## src/rtl/adc_stream_packer.sv

```systemverilog
// Joins NUM_CH ADC streams, reduces each 16-bit sample to 8 bits and gearboxes the merged
// word to OUT_W with capture framing. Define ADC_PACK_SAT_EN for saturating reduction.
module adc_stream_packer #(
  parameter int unsigned NUM_CH = 6,
  parameter int unsigned SPB    = 4,
  parameter int unsigned OUT_W  = 128
) (
  input  logic                     ps_clk,
  input  logic                     ps_rst,
  input  logic [NUM_CH*SPB*16-1:0] s_tdata,
  input  logic [NUM_CH-1:0]        s_tvalid,
  output logic [NUM_CH-1:0]        s_tready,
  output logic [OUT_W-1:0]         m_tdata,
  output logic                     m_tvalid,
  input  logic                     m_tready,
  output logic                     m_tlast,
  input  logic                     start,
  input  logic                     abort,
  input  logic [NUM_CH-1:0]        ch_en,
  input  logic [31:0]              cap_beats,
  output logic                     busy,
  output logic                     done,
  output logic [31:0]              beat_cnt,
  output logic [31:0]              stall_cnt
);

  localparam int unsigned M     = NUM_CH * SPB * 8;
  localparam int unsigned BUF_W = M + OUT_W;
  localparam int unsigned FW    = $clog2(BUF_W + 1);

  typedef enum logic [1:0] {StIdle, StRun, StDone} state_e;

  state_e              state_q, state_d;
  logic [BUF_W-1:0]    pbuf_q, pbuf_d;
  logic [FW-1:0]       fill_q, fill_d;
  logic [NUM_CH-1:0]   ch_en_q, ch_en_d;
  logic [31:0]         cap_q, cap_d;
  logic [31:0]         beat_q, beat_d;
  logic [31:0]         stall_q, stall_d;

  logic [M-1:0]        merged;
  logic [BUF_W-1:0]    merged_ext;
  logic [BUF_W-1:0]    shifted;
  logic [FW-1:0]       fill_after;
  logic [31:0]         fill_w;
  logic                all_valid;
  logic                pop;
  logic                room;
  logic                join_ok;

  function automatic logic [7:0] reduce(input logic [15:0] x);
    logic signed [16:0] r;
    r = ($signed({x[15], x}) + 17'sd128) >>> 8;
`ifdef ADC_PACK_SAT_EN
    if (r > 17'sd127) begin
      return 8'h7f;
    end else if (r < -17'sd128) begin
      return 8'h80;
    end
    return r[7:0];
`else
    return r[7:0];
`endif
  endfunction

  // Sample-major interleave: byte k = s*NUM_CH + c; disabled channels read as zero.
  always_comb begin
    merged = '0;
    for (int s = 0; s < int'(SPB); s++) begin
      for (int c = 0; c < int'(NUM_CH); c++) begin
        if (ch_en_q[c]) begin
          merged[(s*NUM_CH + c)*8 +: 8] = reduce(s_tdata[(c*SPB + s)*16 +: 16]);
        end
      end
    end
  end

  assign merged_ext = {{OUT_W{1'b0}}, merged};

  always_comb begin
    fill_w    = 32'(fill_q);
    all_valid = &(s_tvalid | ~ch_en_q);
    m_tvalid  = (state_q == StRun) && (fill_q >= FW'(OUT_W));
    pop       = m_tvalid && m_tready;
    room      = (fill_w + 32'(M) <= 32'(BUF_W)) ||
                (pop && (fill_w - 32'(OUT_W) + 32'(M) <= 32'(BUF_W)));
    join_ok   = (state_q == StRun) && !abort && all_valid && room;
    s_tready  = (state_q == StRun) ? (~ch_en_q | {NUM_CH{join_ok}}) : '1;
    m_tdata   = pbuf_q[OUT_W-1:0];
    m_tlast   = m_tvalid && (beat_q == cap_q - 32'd1);
    busy      = (state_q == StRun);
    done      = (state_q == StDone);
    beat_cnt  = beat_q;
    stall_cnt = stall_q;
  end

  // Bits at and above fill are kept zero, so a join can simply OR the new word in.
  always_comb begin
    state_d    = state_q;
    pbuf_d     = pbuf_q;
    fill_d     = fill_q;
    ch_en_d    = ch_en_q;
    cap_d      = cap_q;
    beat_d     = beat_q;
    stall_d    = stall_q;
    shifted    = pop ? (pbuf_q >> OUT_W) : pbuf_q;
    fill_after = pop ? (fill_q - FW'(OUT_W)) : fill_q;

    if (abort) begin
      state_d = StIdle;
      fill_d  = '0;
      pbuf_d  = '0;
    end else begin
      unique case (state_q)
        StIdle, StDone: begin
          if (start) begin
            state_d = StRun;
            fill_d  = '0;
            pbuf_d  = '0;
            beat_d  = '0;
            stall_d = '0;
            ch_en_d = ch_en;
            cap_d   = (cap_beats == 32'd0) ? 32'd1 : cap_beats;
          end
        end
        StRun: begin
          if (pop) begin
            beat_d = beat_q + 32'd1;
          end
          if (pop && m_tlast) begin
            state_d = StDone;
            fill_d  = '0;
            pbuf_d  = '0;
          end else begin
            pbuf_d = shifted;
            fill_d = fill_after;
            if (join_ok) begin
              pbuf_d = shifted | (merged_ext << fill_after);
              fill_d = fill_after + FW'(M);
            end
          end
          if ((|(s_tvalid & ch_en_q)) && !join_ok && (stall_q != 32'hffff_ffff)) begin
            stall_d = stall_q + 32'd1;
          end
        end
        default: state_d = StIdle;
      endcase
    end
  end

  always_ff @(posedge ps_clk) begin
    if (ps_rst) begin
      state_q <= StIdle;
      pbuf_q  <= '0;
      fill_q  <= '0;
      ch_en_q <= '0;
      cap_q   <= 32'd1;
      beat_q  <= '0;
      stall_q <= '0;
    end else begin
      state_q <= state_d;
      pbuf_q  <= pbuf_d;
      fill_q  <= fill_d;
      ch_en_q <= ch_en_d;
      cap_q   <= cap_d;
      beat_q  <= beat_d;
      stall_q <= stall_d;
    end
  end

endmodule

```

## config.mk

```make
export PLATFORM = sky130hd
export DESIGN_NAME = adc_stream_packer
export DESIGN_NICKNAME = d
export VERILOG_FILES = /design/src/rtl/adc_stream_packer.sv
export SDC_FILE = /design/constraint.sdc
export NUM_CORES = 2
export LEC_CHECK = 0
export BUFFER_PORTS_ARGS = -buffer_cell sky130_fd_sc_hd__buf_4
export CAP_MARGIN = 10
export CORE_AREA = 2 2 246 248
export DETAILED_ROUTE_END_ITERATION = 7
export DIE_AREA = 0 0 248 250
export MAX_ROUTING_LAYER = met4
export PLACE_DENSITY = 0.7
export RECOVER_POWER = 100
export SYNTH_ARGS = -nofsm -noshare
export SYNTH_HDL_FRONTEND = slang
export SYNTH_SLANG_ARGS = --single-unit
```

## constraint.sdc

```tcl
create_clock -name ps_clk -period 3.8 [get_ports ps_clk]
set_input_delay 0.19 -clock ps_clk [delete_from_list [all_inputs] [get_ports ps_clk]]
set_output_delay 0.19 -clock ps_clk [all_outputs]
set_load 0.05 [all_outputs]
```

# == Word-level counts from Yosys, hierarchy flattened ==
# Index checks and enable logic that the tools add are counted.
# op_classes
n_mux,44
shifts,1
bitwise_logic,6
order_cmp,3
n_eq_ne,8
n_reduce_logical,25
n_addsub,32
# ops
operator,n
2-to-1 mux 320 bit,4
case mux 320 bit (2 select lines),1
adder 16 x 9 -> 16 bit (second input constant),24
OR 320 bit,1
left shift 192 x 9 -> 320 bit,1
2-to-1 mux 8 bit,24
2-to-1 mux 32 bit,4
case mux 32 bit (2 select lines),2
adder 32 x 1 -> 32 bit (second input constant),2
2-to-1 mux 9 bit,4
equality test 32 bit,1
<= comparator 32 x 9 -> 1 bit (second input constant),1
logical NOT 32 bit,1
!= test 32 bit (second input constant),1
subtractor 32 x 1 -> 32 bit (second input constant),1
case mux 9 bit (2 select lines),1
OR 6 bit,2
adder 10 x 9 -> 11 bit (second input constant),1
adder 9 x 8 -> 10 bit (second input constant),1
<= comparator 10 x 9 -> 1 bit (second input constant),1
logical AND 1 bit,10
subtractor 9 x 8 -> 10 bit (second input constant),1
adder 9 x 8 -> 9 bit (second input constant),1
greater-or-equal comparator 9 x 8 -> 1 bit (second input constant),1
other kinds (21),28
# totals
wordCells,126
input_bits,433
regBits,433
output_inout_bits,202

# == Logic depth before layout (Yosys ltp) ==
# logic_depth
word_depth,11
mapped_depth,14

# == Worst setup path after synthesis ==
# Ideal clock, no wire load.
# synth_path
kind,register -> output
from,register cap_q[0]
to,output m_tlast
t_required_ps,3610
arrival_time_ps,3442
n_path_buf,2
path_stages_with_launch,12
path_slack_ps,168
path_cell_list,dfxtp_1 inv_1 ha_1 or4b_1 clkbuf_1 or4_1 buf_2 o41ai_1 nand2_1 nor2_1 nand3_1 nor3_1
# synth_between
elab_chain_len,3
# synth_rtl
item,line,rtl
"start, declared",37,"logic [31:0] cap_q, cap_d;"
"start signal, assigned",165,cap_q <= cap_d;
subtractor 32 x 1 -> 32 bit,90,m_tlast = m_tvalid && (beat_q == cap_q - 32'd1);
equality test 32 bit,90,
logical AND 1 bit,90,
"end, declared",16,"output logic m_tlast,"
# Every way passes these cells.

# == Worst setup path after layout ==
# Ends and elaborated chain as after synthesis.

==> metrics.txt <==
# TYPE chip_impl_metric gauge
chip_impl_info{name="clock-root-buffer",value="clkbuf_16"} 1
chip_impl_metric{name="syn_nets",unit=""} 3877
chip_impl_metric{name="synth_edf_count",unit=""} 0
chip_impl_info{name="worstSetupStartpointType",value="register"} 1
chip_impl_metric{name="max_freq",unit="MHz"} 275
chip_impl_metric{name="synthDistinctLibCells",unit=""} 71
chip_impl_info{name="setup.worst_path.end_class",value="primary output"} 1
chip_impl_metric{name="setup_viol",unit=""} 0
chip_impl_metric{name="synthesis.area_per_instance",unit="um2"} 7.48
chip_impl_info{name="most_frequent_cells_in_the_layout",value="nand2_1, dfxtp_1, nor2_1, o21ai_0, buf_4"} 1
chip_impl_metric{name="netlist_area",unit="mm2"} 0.0255
chip_impl_metric{name="drt-wirelength-per-cell",unit="um"} 21.2
chip_impl_metric{name="post_drt_via_cell_ratio",unit=""} 5.98
chip_impl_metric{name="finalCoreUtilization",unit="%"} 50.7
chip_impl_info{name="cp-startpoint",value="cap_q[0]"} 1
chip_impl_metric{name="grt_max_degree",unit=""} 93
chip_impl_metric{name="drt_iter0_drc",unit=""} 2683
chip_impl_info{name="cp-endpoint",value="m_tlast"} 1
chip_impl_metric{name="power.static_leakage",unit="nW"} 10.2
chip_impl_metric{name="placement_rows",unit=""} 90
chip_impl_metric{name="ys.warnings.count",unit=""} 0
chip_impl_metric{name="grt_use_met2",unit="%"} 45.4
chip_impl_metric{name="hpwl",unit="mm"} 63.8
chip_impl_info{name="outcome",value="finished, violations left"} 1
chip_impl_metric{name="tightestPinTransition",unit="ns"} 2.56
chip_impl_metric{name="period_share",unit="%"} 95.9
chip_impl_metric{name="drt_first_pass_iters",unit=""} 8
chip_impl_metric{name="chipHeight",unit="um"} 250
chip_impl_metric{name="clock-sinks",unit=""} 427
chip_impl_metric{name="ir_worst_vdd",unit="uV"} 309
chip_impl_info{name="violations",value="design-rule violations, max-capacitance violations, max-slew violations"} 1
chip_impl_metric{name="first_global_vias",unit=""} 24465
chip_impl_metric{name="final-hold-violation-count",unit=""} 0
chip_impl_info{name="grt_most_used_layer",value="met2"} 1
chip_impl_metric{name="final-max-slew-violation-count",unit=""} 76
chip_impl_metric{name="synth_top_cell_area_share",unit="%"} 33.5
chip_impl_info{name="layout_commonest_cell",value="nand2_1"} 1
chip_impl_metric{name="clk-insertion-delay-late",unit="ns"} 0.59
chip_impl_metric{name="tritoncts.num_buffers",unit=""} 47
chip_impl_metric{name="power_switching_share",unit="%"} 26.7
chip_impl_metric{name="place_congestion",unit=""} 0.950
chip_impl_metric{name="post-cts-setup-buffer-count",unit=""} 0
chip_impl_metric{name="first_pass_grt_wire_length",unit="mm"} 143
chip_impl_metric{name="hold-worst-slack",unit="ns"} 0.164
chip_impl_metric{name="timing.slew.headroom",unit="%"} -71.3
chip_impl_metric{name="antenna_found_initial",unit=""} 3
chip_impl_metric{name="power.share.sequential",unit="%"} 42.1
chip_impl_metric{name="rrSetupSlack",unit="ns"} 0.21
chip_impl_info{name="worstReg2RegEnd",value="pbuf_q[190]"} 1
chip_impl_metric{name="pwr-share-comb",unit="%"} 13.1
chip_impl_metric{name="multi_input_comb_area",unit="mm2"} 0.0150
chip_impl_metric{name="share_clk_of_total_power",unit="%"} 44.9
chip_impl_metric{name="drtAntennaViolNets",unit=""} 0
chip_impl_metric{name="die_area",unit="mm2"} 0.0620
chip_impl_metric{name="power.internal",unit="mW"} 7.90
chip_impl_metric{name="place_worst_setup_slack",unit="ns"} 0.141
chip_impl_metric{name="p_switching",unit="mW"} 2.88
chip_impl_metric{name="timing.critical_path.required",unit="ns"} 3.61
chip_impl_info{name="min-delay-path-class",value="primary input to register"} 1
chip_impl_metric{name="finalSetupTns",unit="ns"} 0
chip_impl_metric{name="grt.overflow.total",unit=""} 0
chip_impl_info{name="rsz_0062_raised_after_global_routing",value="false"} 1
chip_impl_info{name="ys.flop_type",value="dfxtp_1"} 1
chip_impl_metric{name="final_net_count",unit=""} 4132
chip_impl_metric{name="cts.path.max_buffers",unit=""} 3
chip_impl_metric{name="num_vias",unit=""} 26828
chip_impl_info{name="reg2reg_from",value="cap_q[0]"} 1
chip_impl_metric{name="post_layout_nonfiller_instances",unit=""} 4485
chip_impl_info{name="crit_path_kind",value="register to primary output"} 1
chip_impl_metric{name="post_synth_inst_count",unit=""} 3412
chip_impl_metric{name="globalRouteMet1Util",unit="%"} 41.0
chip_impl_metric{name="timing.final.crit_period",unit="ns"} 3.64
chip_impl_metric{name="finalWorstSetupSlack",unit="ns"} 0.158
chip_impl_metric{name="drv_cap",unit=""} 2
chip_impl_metric{name="global_routing_met3_resource_utilization",unit="%"} 4.12
chip_impl_metric{name="ys_ff_latch",unit=""} 427
chip_impl_metric{name="wirelength",unit="mm"} 94.9
chip_impl_metric{name="placeableCoreArea",unit="mm2"} 0.0596
chip_impl_metric{name="floorplan.initialDensity",unit="%"} 42.8
chip_impl_metric{name="cp_data_arrival_time",unit="ns"} 3.45
chip_impl_metric{name="cts.reportedPaths.clkPinSlew",unit="ns"} 0.06
chip_impl_info{name="synthDominantAreaCellType",value="dfxtp_1"} 1
chip_impl_info{name="post_synth_main_area_contributors",value="dfxtp_1, nand2_1, nor2_1"} 1
chip_impl_metric{name="synth.yosys.seq_area_share",unit="%"} 33.5
chip_impl_metric{name="dp.cells",unit=""} 4359
chip_impl_metric{name="grtUsageTotal",unit="%"} 30.0
chip_impl_metric{name="count_of_input_and_output_buffers",unit=""} 466
chip_impl_metric{name="cts-htree-levels",unit=""} 2
chip_impl_info{name="tritoncts",value="yes"} 1
chip_impl_metric{name="power_per_cell_area",unit="mW/mm2"} 357
chip_impl_metric{name="drive_gt1_share",unit="%"} 12.4
chip_impl_metric{name="register_area",unit="mm2"} 0.00856
chip_impl_metric{name="synth-async-reset-ratio",unit="%"} 0
chip_impl_metric{name="highest_fanout_seen_on_the_critical_path",unit=""} 8
chip_impl_metric{name="area.growth.synth_to_final",unit="%"} 18.4
chip_impl_metric{name="boundary_pins",unit=""} 635
chip_impl_metric{name="worst_r2r_path_depth",unit=""} 10
chip_impl_metric{name="horizontal_die_dimension",unit="um"} 248
chip_impl_metric{name="layout.filler_cells",unit=""} 5898
chip_impl_metric{name="fin_skew",unit="ns"} 0.0199
chip_impl_metric{name="route.detailed.drc",unit=""} 1
[layer usage]
layer	wire length [um]	vias up
met5	0	-
li1	-	12571
met1	41100	12588
met4	3440	0
met3	8140	223
met2	42200	1446
[Yosys cell counts (33+ instances only)]
master / instances
a22oi_1: 167
nand3_1: 193
o21ai_0: 234
nor2_1: 344
o22ai_1: 62
a221oi_1: 93
and3_1: 33
o21ai_1: 100
xor2_1: 126
buf_4: 138
nand2_1: 553
xnor2_1: 122
a21oi_1: 91
a211oi_1: 62
a22o_1: 46
clkbuf_1: 200
nor3_1: 58
dfxtp_1: 427
[cell families after synthesis]
logic type | count (synthesis) | share of synthesized area, %
compound gates | 938 | 24.1
xor+xnor | 249 | 8.61
fa+ha+maj | 32 | 1.57
buf+inv | 405 | 8.15
flops | 427 | 33.5
mux | 17 | 0.667
simple gates | 1344 | 23.4
[sequential cells by signal, indices dropped and copies added, names as in the netlist]
name       cells
state_q        2
fill_q         3
cap_q         32
stall_cnt     32
beat_cnt      32
pbuf_q       320
ch_en_q        6
[power groups by stage]
| stage | logic (mW) | registers (mW) | clock network, mW |
|---|---|---|---|
| 2_1_floorplan | 0.712 | 4.62 | 0 |
| 3_3_place_gp | 1.33 | 4.63 | 0 |
| 3_5_place_dp | 1.33 | 4.63 | 0 |
| 4_1_cts | 1.38 | 4.53 | 4.89 |
| 5_1_grt | 1.49 | 4.53 | 5.07 |
| 6_report | 1.41 | 4.53 | 4.84 |
[cell type report]
type                       count  share of cell area, %
sequential                   427                   28.3
tap                          782                   3.24
clock inverter                17                  0.820
inverter                      26                  0.323
antenna                        4                 0.0331
timing repair buffer         585                   13.2
multi-input combinational   2580                   49.6
clock buffer                  64                   4.47
[worst max-delay path: stages (launching register included)]
cell	delay (ns)
dfxtp_1	0.33
inv_1	0.08
ha_1	0.23
or4b_1	0.49
buf_4	0.19
o31a_1	0.25
nor4_1	0.22
and3b_1	0.26
a21oi_1	0.15
nand4_1	0.13
nor3_2	0.29
buf_4	0.25
[what timing repair did]
action,in CTS,in global routing
gates resized for setup,1,4
setup endpoints to repair,1,1
hold endpoints to repair,43,0
hold buffers,41,0
[stage by stage]
stage | instance area (um2) | total power [mW]
2_1_floorplan | 25500 | 5.33
3_3_place_gp | 29000 | 5.96
3_5_place_dp | 29000 | 5.96
4_1_cts | 31000 | 10.8
5_1_grt | 30200 | 11.1
6_report | 30200 | 10.8
[how the worst min path moves through the flow]
stage                       from          end  slack [ns]  depth (start not counted)
floorplan           cap_beats[1]     cap_q[1]        0.30                          2
global placement        ch_en[1]   ch_en_q[1]        0.41                          2
detailed placement      ch_en[1]   ch_en_q[1]        0.41                          2
CTS                  s_tdata[72]  pbuf_q[136]        0.11                          4
global route        s_tdata[143]   pbuf_q[23]        0.21                          5
finish               s_tdata[72]  pbuf_q[136]        0.16                          4
(Power assumes the default switching activity.)
